--- src/rtl/aes_io_pkg.sv ---
// Shared constants and state type for the AES-128 byte-serial host front end.
package aes_io_pkg;

    localparam int BLOCK_BYTES = 16;
    localparam int BYTE_W      = 8;
    localparam int TIMEOUT_DEF = 64;

    typedef enum logic [2:0] {
        IDLE      = 3'd0,
        LOAD_KEY  = 3'd1,
        LOAD_DATA = 3'd2,
        KICK      = 3'd3,
        WAIT      = 3'd4,
        UNLOAD    = 3'd5
    } io_state_t;

endpackage

--- src/rtl/aes_io_ctrl_if.sv ---
// Host-side streams of aes_io_ctrl: command, input byte stream, output byte stream.
interface aes_io_ctrl_if;
    import aes_io_pkg::*;

    logic              cmd_valid;
    logic              cmd_ready;
    logic              cmd_encrypt;
    logic              cmd_new_key;

    logic              in_valid;
    logic              in_ready;
    logic [BYTE_W-1:0] in_data;

    logic              out_valid;
    logic              out_ready;
    logic [BYTE_W-1:0] out_data;
    logic              out_last;

    modport slave (
        input  cmd_valid, cmd_encrypt, cmd_new_key,
        input  in_valid, in_data,
        input  out_ready,
        output cmd_ready, in_ready,
        output out_valid, out_data, out_last
    );

    modport master (
        output cmd_valid, cmd_encrypt, cmd_new_key,
        output in_valid, in_data,
        output out_ready,
        input  cmd_ready, in_ready,
        input  out_valid, out_data, out_last
    );

endinterface

--- src/rtl/aes_byte_ser.sv ---
// Parallel-load block serializer: presents the loaded block MSB byte first over valid/ready.
module aes_byte_ser
    import aes_io_pkg::*;
#(
    parameter int NBYTES = BLOCK_BYTES
) (
    input  logic                     clk,
    input  logic                     reset,
    input  logic                     load,
    input  logic [NBYTES*BYTE_W-1:0] din,
    output logic                     out_valid,
    input  logic                     out_ready,
    output logic [BYTE_W-1:0]        out_data,
    output logic                     out_last,
    output logic                     done
);

    localparam int IW = $clog2(NBYTES);
    localparam int DW = NBYTES * BYTE_W;

    logic [DW-1:0] sh;
    logic [IW-1:0] idx;

    always_ff @(posedge clk or posedge reset) begin
        if (reset) begin
            sh        <= '0;
            idx       <= '0;
            out_valid <= 1'b0;
        end else if (load) begin
            sh        <= din;
            idx       <= '0;
            out_valid <= 1'b1;
        end else if (out_valid && out_ready) begin
            sh  <= sh << BYTE_W;
            idx <= idx + 1'b1;
            if (out_last)
                out_valid <= 1'b0;
        end
    end

    assign out_data = sh[DW-1 -: BYTE_W];
    assign out_last = out_valid && (idx == IW'(NBYTES - 1));
    assign done     = out_valid && out_ready && out_last;

endmodule

--- src/rtl/aes_io_ctrl.sv ---
// Byte-serial command/key/data loader and result unloader around the AES-128 iterative core.
module aes_io_ctrl
    import aes_io_pkg::*;
#(
    parameter int TIMEOUT = TIMEOUT_DEF
) (
    input  logic                          clk,
    input  logic                          reset,
    aes_io_ctrl_if.slave                  bus,
    output logic [BLOCK_BYTES*BYTE_W-1:0] key_o,
    output logic [BLOCK_BYTES*BYTE_W-1:0] data_o,
    output logic                          sel_cypher,
    output logic                          key_change,
    output logic                          start,
    input  logic                          core_done,
    input  logic [BLOCK_BYTES*BYTE_W-1:0] core_result,
    output logic                          busy,
    output logic                          error
);

    localparam int BLK_W = BLOCK_BYTES * BYTE_W;
    localparam int TW    = $clog2(TIMEOUT + 1);

    io_state_t     state;
    logic [3:0]    bcnt;
    logic [TW-1:0] tcnt;
    logic          key_loaded;

    logic          cmd_hs;
    logic          in_hs;
    logic          last_byte;
    logic          ser_load;
    logic          ser_done;

    assign bus.cmd_ready = (state == IDLE);
    assign bus.in_ready  = (state == LOAD_KEY) || (state == LOAD_DATA);
    assign cmd_hs        = bus.cmd_valid && bus.cmd_ready;
    assign in_hs         = bus.in_valid && bus.in_ready;
    assign last_byte     = (bcnt == 4'(BLOCK_BYTES - 1));
    assign start         = (state == KICK);
    assign busy          = (state != IDLE);
    assign ser_load      = (state == WAIT) && core_done;

    always_ff @(posedge clk or posedge reset) begin
        if (reset) begin
            state      <= IDLE;
            key_o      <= '0;
            data_o     <= '0;
            sel_cypher <= 1'b0;
            key_change <= 1'b0;
            error      <= 1'b0;
            key_loaded <= 1'b0;
            bcnt       <= '0;
            tcnt       <= '0;
        end else begin
            case (state)
                IDLE: begin
                    if (cmd_hs) begin
                        sel_cypher <= bus.cmd_encrypt;
                        key_change <= bus.cmd_new_key;
                        error      <= 1'b0;
                        bcnt       <= '0;
                        if (bus.cmd_new_key)
                            state <= LOAD_KEY;
                        else if (key_loaded)
                            state <= LOAD_DATA;
                        else
                            error <= 1'b1;
                    end
                end
                LOAD_KEY: begin
                    if (in_hs) begin
                        key_o <= {key_o[BLK_W-BYTE_W-1:0], bus.in_data};
                        bcnt  <= bcnt + 1'b1;
                        if (last_byte) begin
                            key_loaded <= 1'b1;
                            bcnt       <= '0;
                            state      <= LOAD_DATA;
                        end
                    end
                end
                LOAD_DATA: begin
                    if (in_hs) begin
                        data_o <= {data_o[BLK_W-BYTE_W-1:0], bus.in_data};
                        bcnt   <= bcnt + 1'b1;
                        if (last_byte) begin
                            bcnt  <= '0;
                            state <= KICK;
                        end
                    end
                end
                KICK: begin
                    tcnt  <= '0;
                    state <= WAIT;
                end
                WAIT: begin
                    // completion wins over timeout when both land on the same cycle
                    if (core_done) begin
                        state <= UNLOAD;
                    end else if (tcnt == TW'(TIMEOUT - 1)) begin
                        error <= 1'b1;
                        state <= IDLE;
                    end else begin
                        tcnt <= tcnt + 1'b1;
                    end
                end
                UNLOAD: begin
                    if (ser_done)
                        state <= IDLE;
                end
                default: state <= IDLE;
            endcase
        end
    end

    aes_byte_ser #(
        .NBYTES (BLOCK_BYTES)
    ) u_ser (
        .clk       (clk),
        .reset     (reset),
        .load      (ser_load),
        .din       (core_result),
        .out_valid (bus.out_valid),
        .out_ready (bus.out_ready),
        .out_data  (bus.out_data),
        .out_last  (bus.out_last),
        .done      (ser_done)
    );

endmodule

--- src/flat_wrapper.sv ---
// flat-port wrapper written by rule: the top's interface ports become plain ports
module aes_io_ctrl_flat import aes_io_pkg::*;
#(
    parameter int TIMEOUT = TIMEOUT_DEF
)
  (clk, reset, key_o, data_o, sel_cypher, key_change, start, core_done, core_result, busy, error, bus_cmd_valid, bus_cmd_encrypt, bus_cmd_new_key, bus_in_valid, bus_in_data, bus_out_ready, bus_cmd_ready, bus_in_ready, bus_out_valid, bus_out_data, bus_out_last);
  aes_io_ctrl_if bus_i ();
  input  logic clk;
  input  logic reset;
  output logic [BLOCK_BYTES*BYTE_W-1:0] key_o;
  output logic [BLOCK_BYTES*BYTE_W-1:0] data_o;
  output logic sel_cypher;
  output logic key_change;
  output logic start;
  input  logic core_done;
  input  logic [BLOCK_BYTES*BYTE_W-1:0] core_result;
  output logic busy;
  output logic error;
  input wire logic [$bits(bus_i.cmd_valid)-1:0] bus_cmd_valid;
  input wire logic [$bits(bus_i.cmd_encrypt)-1:0] bus_cmd_encrypt;
  input wire logic [$bits(bus_i.cmd_new_key)-1:0] bus_cmd_new_key;
  input wire logic [$bits(bus_i.in_valid)-1:0] bus_in_valid;
  input wire logic [$bits(bus_i.in_data)-1:0] bus_in_data;
  input wire logic [$bits(bus_i.out_ready)-1:0] bus_out_ready;
  output wire logic [$bits(bus_i.cmd_ready)-1:0] bus_cmd_ready;
  output wire logic [$bits(bus_i.in_ready)-1:0] bus_in_ready;
  output wire logic [$bits(bus_i.out_valid)-1:0] bus_out_valid;
  output wire logic [$bits(bus_i.out_data)-1:0] bus_out_data;
  output wire logic [$bits(bus_i.out_last)-1:0] bus_out_last;
  assign bus_i.cmd_valid = bus_cmd_valid;
  assign bus_i.cmd_encrypt = bus_cmd_encrypt;
  assign bus_i.cmd_new_key = bus_cmd_new_key;
  assign bus_i.in_valid = bus_in_valid;
  assign bus_i.in_data = bus_in_data;
  assign bus_i.out_ready = bus_out_ready;
  assign bus_cmd_ready = bus_i.cmd_ready;
  assign bus_in_ready = bus_i.in_ready;
  assign bus_out_valid = bus_i.out_valid;
  assign bus_out_data = bus_i.out_data;
  assign bus_out_last = bus_i.out_last;
  aes_io_ctrl #(.TIMEOUT(TIMEOUT)) u_core (.clk(clk), .reset(reset), .bus(bus_i), .key_o(key_o), .data_o(data_o), .sel_cypher(sel_cypher), .key_change(key_change), .start(start), .core_done(core_done), .core_result(core_result), .busy(busy), .error(error));
endmodule
--- config.mk ---
export PLATFORM = sky130hd
export DESIGN_NAME = aes_io_ctrl_flat
export DESIGN_NICKNAME = d
export VERILOG_FILES = /design/src/rtl/aes_io_pkg.sv /design/src/rtl/aes_io_ctrl_if.sv /design/src/rtl/aes_byte_ser.sv /design/src/rtl/aes_io_ctrl.sv /design/src/flat_wrapper.sv
export SDC_FILE = /design/constraint.sdc
export NUM_CORES = 1
export LEC_CHECK = 0
export CAP_MARGIN = 5
export CORE_UTILIZATION = 50
export CTS_CLUSTER_DIAMETER = 200
export CTS_CLUSTER_SIZE = 12
export DETAILED_ROUTE_END_ITERATION = 8
export PLACE_DENSITY = 0.81
export SLEW_MARGIN = 25
export SYNTH_ARGS = -nofsm -noshare
export SYNTH_HDL_FRONTEND = slang
export SYNTH_SLANG_ARGS = --single-unit
export TNS_END_PERCENT = 100
--- constraint.sdc ---
create_clock -name clk -period 31.7 [get_ports clk]
set_input_delay 6.34 -clock clk [delete_from_list [all_inputs] [get_ports clk]]
set_output_delay 6.34 -clock clk [all_outputs]
set_load 0.01 [all_outputs]
==> flow_summary.json, run 1 <==
{
  "slew_headroom_pct": 33.61,
  "finalPower_mw": 1.805,
  "die-area_um2": 33660,
  "grt_overflow": 0,
  "layout-drive-gt1-share_pct": 18.34,
  "internal_power_mw": 1.244,
  "max_freq_mhz": 111.6,
  "start_util_pct": 50.74,
  "grt_pass1_vias": 11620,
  "cts_max_path_buffers": 3,
  "cts_sinks": 407,
  "yosys.cell_types.count": 38,
  "tns_ns": 0,
  "use_met1_pct": 30.60,
  "peakVddDrop_v": 0.00007303,
  "cp.required_ns": 32.13,
  "nFillCells": 2341,
  "wl_mm": 41.44,
  "coreArea_um2": 32450,
  "tightest_slew_ns": 0.9959,
  "layout.cells.non_filler": 2197,
  "met3_usage_pct": 4.972,
  "ys_ff_latch": 407,
  "crit_path_end_kind": "flop",
  "ctsResizeCount": 0,
  "drtIter0Drc": 701,
  "wl_per_cell_um": 18.86,
  "area_growth_pct": 32.73,
  "io_buffers": 416,
  "setup_viol": 0,
  "vias": 11750,
  "clk-insertion-delay-late_ns": 0.52,
  "status": "finished clean",
  "synthFlopType": "dfrtp_1",
  "arrival_ns": 9.39,
  "cts_max_level": 2,
  "cts_setup_buffers": 0,
  "grt_start_max_net_pins": 142,
  "finClkSkew_ns": 0.01054,
  "synth.cell_area_um2": 16470,
  "reg2reg_from": "u_core.state[0]",
  "start_kind": "primary input",
  "grt_pass1_wl_mm": 63.94,
  "hold_end": "u_core.key_loaded",
  "cts_made_buffers": 39,
  "synth_edf_count": 0,
  "final_nets": 1895,
  "syn_avg_cell_area_um2": 11.99,
  "vias_per_cell": 5.350,
  "pwr-share-seq_pct": 45.1,
  "first_pass_iters": 5,
  "rsz0062_at_grt": "no",
  "p_per_area_nw_per_um2": 82.58,
  "min_period_ns": 8.964,
  "p_leak_nw": 9.767,
  "maxSlewViolCount": 0,
  "place_inst": 2148,
  "p_clk_share_pct": 22.6,
  "fin_crit_sh_pct": 28.28,
  "hold_violations": 0,
  "ys_seq_area_share_pct": 61.85,
  "die_w_um": 183.5,
  "antenna_found_initial": 5,
  "ys_warn_count": 0,
  "drtAntennaViolNets": 0,
  "drc": 0,
  "worst-path-max-fanout": 109,
  "holdPathStages": 1,
  "met2_usage_pct": 39.83,
  "clkSlewWorstSetupHoldPaths_ns": 0.07,
  "switchingPower_mw": 0.5604,
  "syn_nets": 1520,
  "cts_root_buffer": "clkbuf_16",
  "grt_use_total_pct": 24.24,
  "reg2reg_depth": 6,
  "syn_inst": 1373,
  "hpwl_mm": 28.72,
  "combinationalPowerShare_pct": 32.3,
  "ios": 417,
  "cts_tree": "built",
  "crit_type": "in2reg",
  "fp-row-count": 66,
  "die_h_um": 183.5,
  "hold_buffers": 0,
  "busiest_layer": "met2",
  "drv_cap": 0,
  "reg2reg_to": "u_core.u_ser.sh[86]",
  "ys_async_sr_fraction_pct": 100.0,
  "gp_congestion": 0.8640,
  "swShare_pct": 31.05,
  "rrSetupSlack_ns": 28.40,
  "min_from": "u_core.key_loaded",
  "hold_path.class": "reg2reg"
}
how the worst max path moves through the flow:
stage,startpoint,slack (ns),to,depth (start not counted)
3_5_place_dp,core_done,22.24,u_core.u_ser.sh[86],6
5_1_grt,core_done,22.47,u_core.u_ser.sh[86],6
3_3_place_gp,reset,22.33,u_core.key_o[104],4
6_report,core_done,22.74,u_core.u_ser.sh[86],6
4_1_cts,core_done,22.78,u_core.u_ser.sh[86],6
2_1_floorplan,reset,14.04,u_core.bcnt[0],1
synthesized netlist by cell type (2+ instances only):
cell type / count / area, um^2
a22o_1: 3 / 26.28
nand4_1: 4 / 25.02
nand2_1: 277 / 1040
nand3_1: 12 / 60.06
o22ai_1: 2 / 12.51
or3_1: 5 / 31.28
nor2_1: 131 / 491.7
nand2b_1: 2 / 12.51
o21ai_0: 8 / 40.04
and3_1: 3 / 18.77
clkbuf_1: 30 / 112.6
buf_4: 31 / 232.7
nor2b_1: 4 / 25.02
buf_6: 2 / 22.52
inv_1: 5 / 18.77
ha_1: 3 / 37.54
a21oi_1: 10 / 50.05
a2bb2oi_1: 2 / 17.52
and2_1: 3 / 18.77
xor2_1: 2 / 17.52
dfrtp_1: 407 / 10180
a31oi_1: 122 / 763.2
mux2_2: 258 / 2905
buf_2: 31 / 155.2
xnor2_1: 3 / 26.28
cell type report:
class,count,area (um^2),share of cell area [%]
Clock buffer,41,1005,4.597
Antenna cell,5,12.51,0.05725
Timing Repair Buffer,429,4278,19.57
Inverter,5,31.28,0.1431
Clock inverter,2,25.02,0.1145
Tap cell,442,553.0,2.530
Multi-Input combinational cell,866,5767,26.39
Sequential cell,407,10180,46.60
registers in the layout, indices dropped and copies added (netlist names):
| register | count |
|---|---|
| u_core.key_loaded | 1 |
| u_core.bcnt | 4 |
| u_core.state | 3 |
| u_core.u_ser.out_valid | 1 |
| u_core.data_o | 128 |
| u_core.tcnt | 7 |
| u_core.u_ser.idx | 4 |
| u_core.key_change | 1 |
| u_core.key_o | 128 |
| u_core.sel_cypher | 1 |
| u_core.u_ser.sh | 128 |
| u_core.error | 1 |
logic make-up after synthesis:
kind of cell / synth area share [%]
and+or+nand+nor: 10.81
DFF: 61.85
muxes: 17.70
AOI/OAI and AO/OA: 5.828
buffers and inverters: 3.313
xor gates and xnor gates: 0.2660
adders and majority gates: 0.2280
stage by stage:
stage / worst slack, ns / utilization, % / hold slack [ns] / instance area [um^2]
final: 22.74 / 67.35 / 0.4944 / 21860
after global routing: 22.47 / 67.35 / 0.5111 / 21860
after CTS: 22.78 / 67.22 / 0.4883 / 21810
after detailed placement: 22.24 / 64.05 / 0.4729 / 20780
after global placement: 22.33 / 64.05 / 0.4689 / 20780
after floorplan: 14.04 / - / 0.4501 / 16470
worst max-delay path: stages:
cell and delay [ns]:
clkdlybuf4s50_1 0.58, nand2_4 0.37, buf_4 0.84, buf_4 0.88
nor2_1 0.12, a31oi_1 0.19
layout by cell type, fill, tap and decap left out, types with 2 or more instances in the layout:
cell type	n
a21oi_1	10
clkinv_8	2
diode_2	5
nand2_1	275
mux2_2	258
clkdlybuf4s50_1	416
nand3_1	12
buf_4	11
nor3b_2	2
a2bb2oi_1	2
and3_1	3
or3_1	5
nor2_1	131
nand2_4	2
inv_1	4
dfrtp_1	407
xnor2_1	3
o21ai_0	8
and2_1	2
ha_1	3
a22o_1	3
a31oi_1	122
o22ai_1	2
xor2_1	2
nand4_1	4
clkbuf_16	40
nand2b_1	2
nor2b_1	3
routing by layer:
metal / wire (um) / vias to the layer above
met5: 0 / -
met4: 1940 / 0
met3: 2573 / 108
met2: 20410 / 392
met1: 16520 / 5804
li1: - / 5450
power groups by stage:
stage	sequential, mW	combinational [mW]	clock (mW)
finish	0.814	0.583	0.408
global route	0.836	0.628	0.437
CTS	0.814	0.589	0.418
detailed placement	0.818	0.585	0
global placement	0.810	0.570	0
floorplan	0.825	0.287	0
(Power assumes the default switching activity.)
==> inputs of run 2 (changes only) <==
Settings changed: CORE_UTILIZATION 50 to 45, PLACE_DENSITY 0.81 to 0.77.
Clock period 31.7 ns to 7.53 ns, I/O delays scaled along.
==> run 2 against run 1 <==
Compared with the run above:
- first-iteration DRC count grew 8.7%
- the run now ends with design-rule violations left
- clock skew grew 0.0085 ns
- worst hold slack gained 0.0025 ns
- via count shrank 1.2%
- sequential power grew to 4.2 times the previous value
==> flow_summary.json, run 2 (synthesized netlist as in run 1, its figures left out) <==
{
  "drtIter0Drc": 762,
  "arrival_ns": 2.44,
  "peakVddDrop_v": 0.0003063,
  "clkSlewWorstSetupHoldPaths_ns": 0.06,
  "fp-row-count": 69,
  "slew_headroom_pct": 26.28,
  "status": "finished, violations left",
  "gp_congestion": 0.8230,
  "die-area_um2": 37360,
  "tightest_slew_ns": 1.106,
  "cts_root_buffer": "clkbuf_16",
  "cp.required_ns": 6.02,
  "cp-startpoint": "u_core.state[1]",
  "layout-drive-gt1-share_pct": 18.30,
  "start_kind": "flop",
  "hpwl_mm": 27.61,
  "grt_pass1_wl_mm": 64.80,
  "vias": 11610,
  "cts_max_level": 2,
  "final_common_cell": "clkdlybuf4s50_1",
  "wl_per_cell_um": 18.41,
  "p_per_area_nw_per_um2": 346.0,
  "cts_made_buffers": 39,
  "vias_per_cell": 5.252,
  "finClkSkew_ns": 0.01908,
  "grt_overflow": 0,
  "start_util_pct": 45.96,
  "finish.utilization_pct": 61.17,
  "io_buffers": 416,
  "die_w_um": 193.3,
  "wl_mm": 40.70,
  "crit_path_end_kind": "output port",
  "grt_use_total_pct": 21.63,
  "fin_crit_sh_pct": 52.36,
  "crit_type": "reg2out",
  "drc": 25,
  "cp_slowest_cell": "clkdlybuf4s50_1",
  "rsz0062_at_grt": "no",
  "p_leak_nw": 9.781,
  "grt_start_max_net_pins": 251,
  "cp_cell_sequence": "nor2b_1, nand2_1, inv_1, clkdlybuf4s50_1",
  "cts_tree": "built",
  "grt_pass1_vias": 11620,
  "violations": "design-rule violations",
  "top_regs": "u_core.data_o x128, u_core.key_o x128, u_core.u_ser.sh x128",
  "reg2reg_depth": 4,
  "hold_violations": 0,
  "drtAntennaViolNets": 0,
  "worst-path-max-fanout": 11,
  "setup.worst_path.end": "start",
  "cts_sinks": 407,
  "first_pass_iters": 8,
  "min_period_ns": 3.943,
  "area_growth_pct": 33.08,
  "coreArea_um2": 35830,
  "cts_max_path_buffers": 3,
  "ios": 417,
  "cp.depth": 4,
  "crit_family": "buffers and inverters",
  "setup_viol": 0,
  "tns_ns": 0,
  "ctsResizeCount": 0,
  "antenna_found_initial": 2,
  "holdPathStages": 1,
  "clk-insertion-delay-late_ns": 0.54,
  "cpPeakStageDelay_ns": 0.67,
  "reg2reg_to": "u_core.key_o[117]",
  "hold_buffers": 0,
  "hold_path.class": "reg2reg",
  "maxSlewViolCount": 0,
  "layout_common_cells": "416 x clkdlybuf4s50_1, 407 x dfrtp_1, 275 x nand2_1",
  "path_buf_inv": 2,
  "reg2reg_from": "u_core.state[0]",
  "drv_cap": 0,
  "cts_setup_buffers": 0,
  "final_nets": 1894,
  "nFillCells": 2840,
  "die_h_um": 193.3,
  "rrSetupSlack_ns": 4.73,
  "max_freq_mhz": 253.6
}
run 2: how the worst min path moves through the flow:
stage | endpoint | slack, ns | start
2_1_floorplan | u_core.key_loaded | 0.45 | u_core.key_loaded
3_3_place_gp | u_core.key_loaded | 0.48 | u_core.key_loaded
3_5_place_dp | u_core.key_loaded | 0.48 | u_core.key_loaded
4_1_cts | u_core.key_loaded | 0.50 | u_core.key_loaded
5_1_grt | u_core.key_loaded | 0.52 | u_core.key_loaded
6_report | u_core.key_loaded | 0.50 | u_core.key_loaded
run 2: metrics by stage:
step / power [mW] / area [um^2] / hold WS [ns] / setup slack [ns] / instances
CTS: 7.665 / 21860 / 0.4956 / 3.515 / 2208
detailed placement: 5.887 / 20830 / 0.4823 / 3.415 / 2165
finish: 7.582 / 21910 / 0.4969 / 3.587 / 2211
global placement: 5.805 / 20830 / 0.4832 / 3.461 / 2165
global route: 8.013 / 21910 / 0.5187 / 3.370 / 2211
floorplan: 4.680 / 16470 / 0.4501 / 0.5403 / 1373
run 2: routing by layer:
metal	track usage [%]	wire (um)	up-vias
li1	-	-	5421
met1	28.20	16670	5799
met2	35.70	20340	304
met3	4.202	2270	86
met4	8.622	1401	2
met5	0	14	-
run 2: final cells by class:
type / count / area, um^2 / share of cell area [%]
Inverter: 5 / 22.52 / 0.1028
Sequential cell: 407 / 10180 / 46.47
Timing Repair Buffer: 428 / 4332 / 19.77
Clock buffer: 41 / 1005 / 4.585
Multi-Input combinational cell: 866 / 5767 / 26.31
Tap cell: 461 / 576.8 / 2.632
Clock inverter: 2 / 25.02 / 0.1142
Antenna cell: 1 / 2.502 / 0.01142
run 2: where the power goes:
part	internal [mW]	switching (mW)	total [mW]
logic	1.40	1.05	2.45
registers	2.91	0.505	3.41
clock network	0.941	0.778	1.72
total	5.25	2.34	7.58
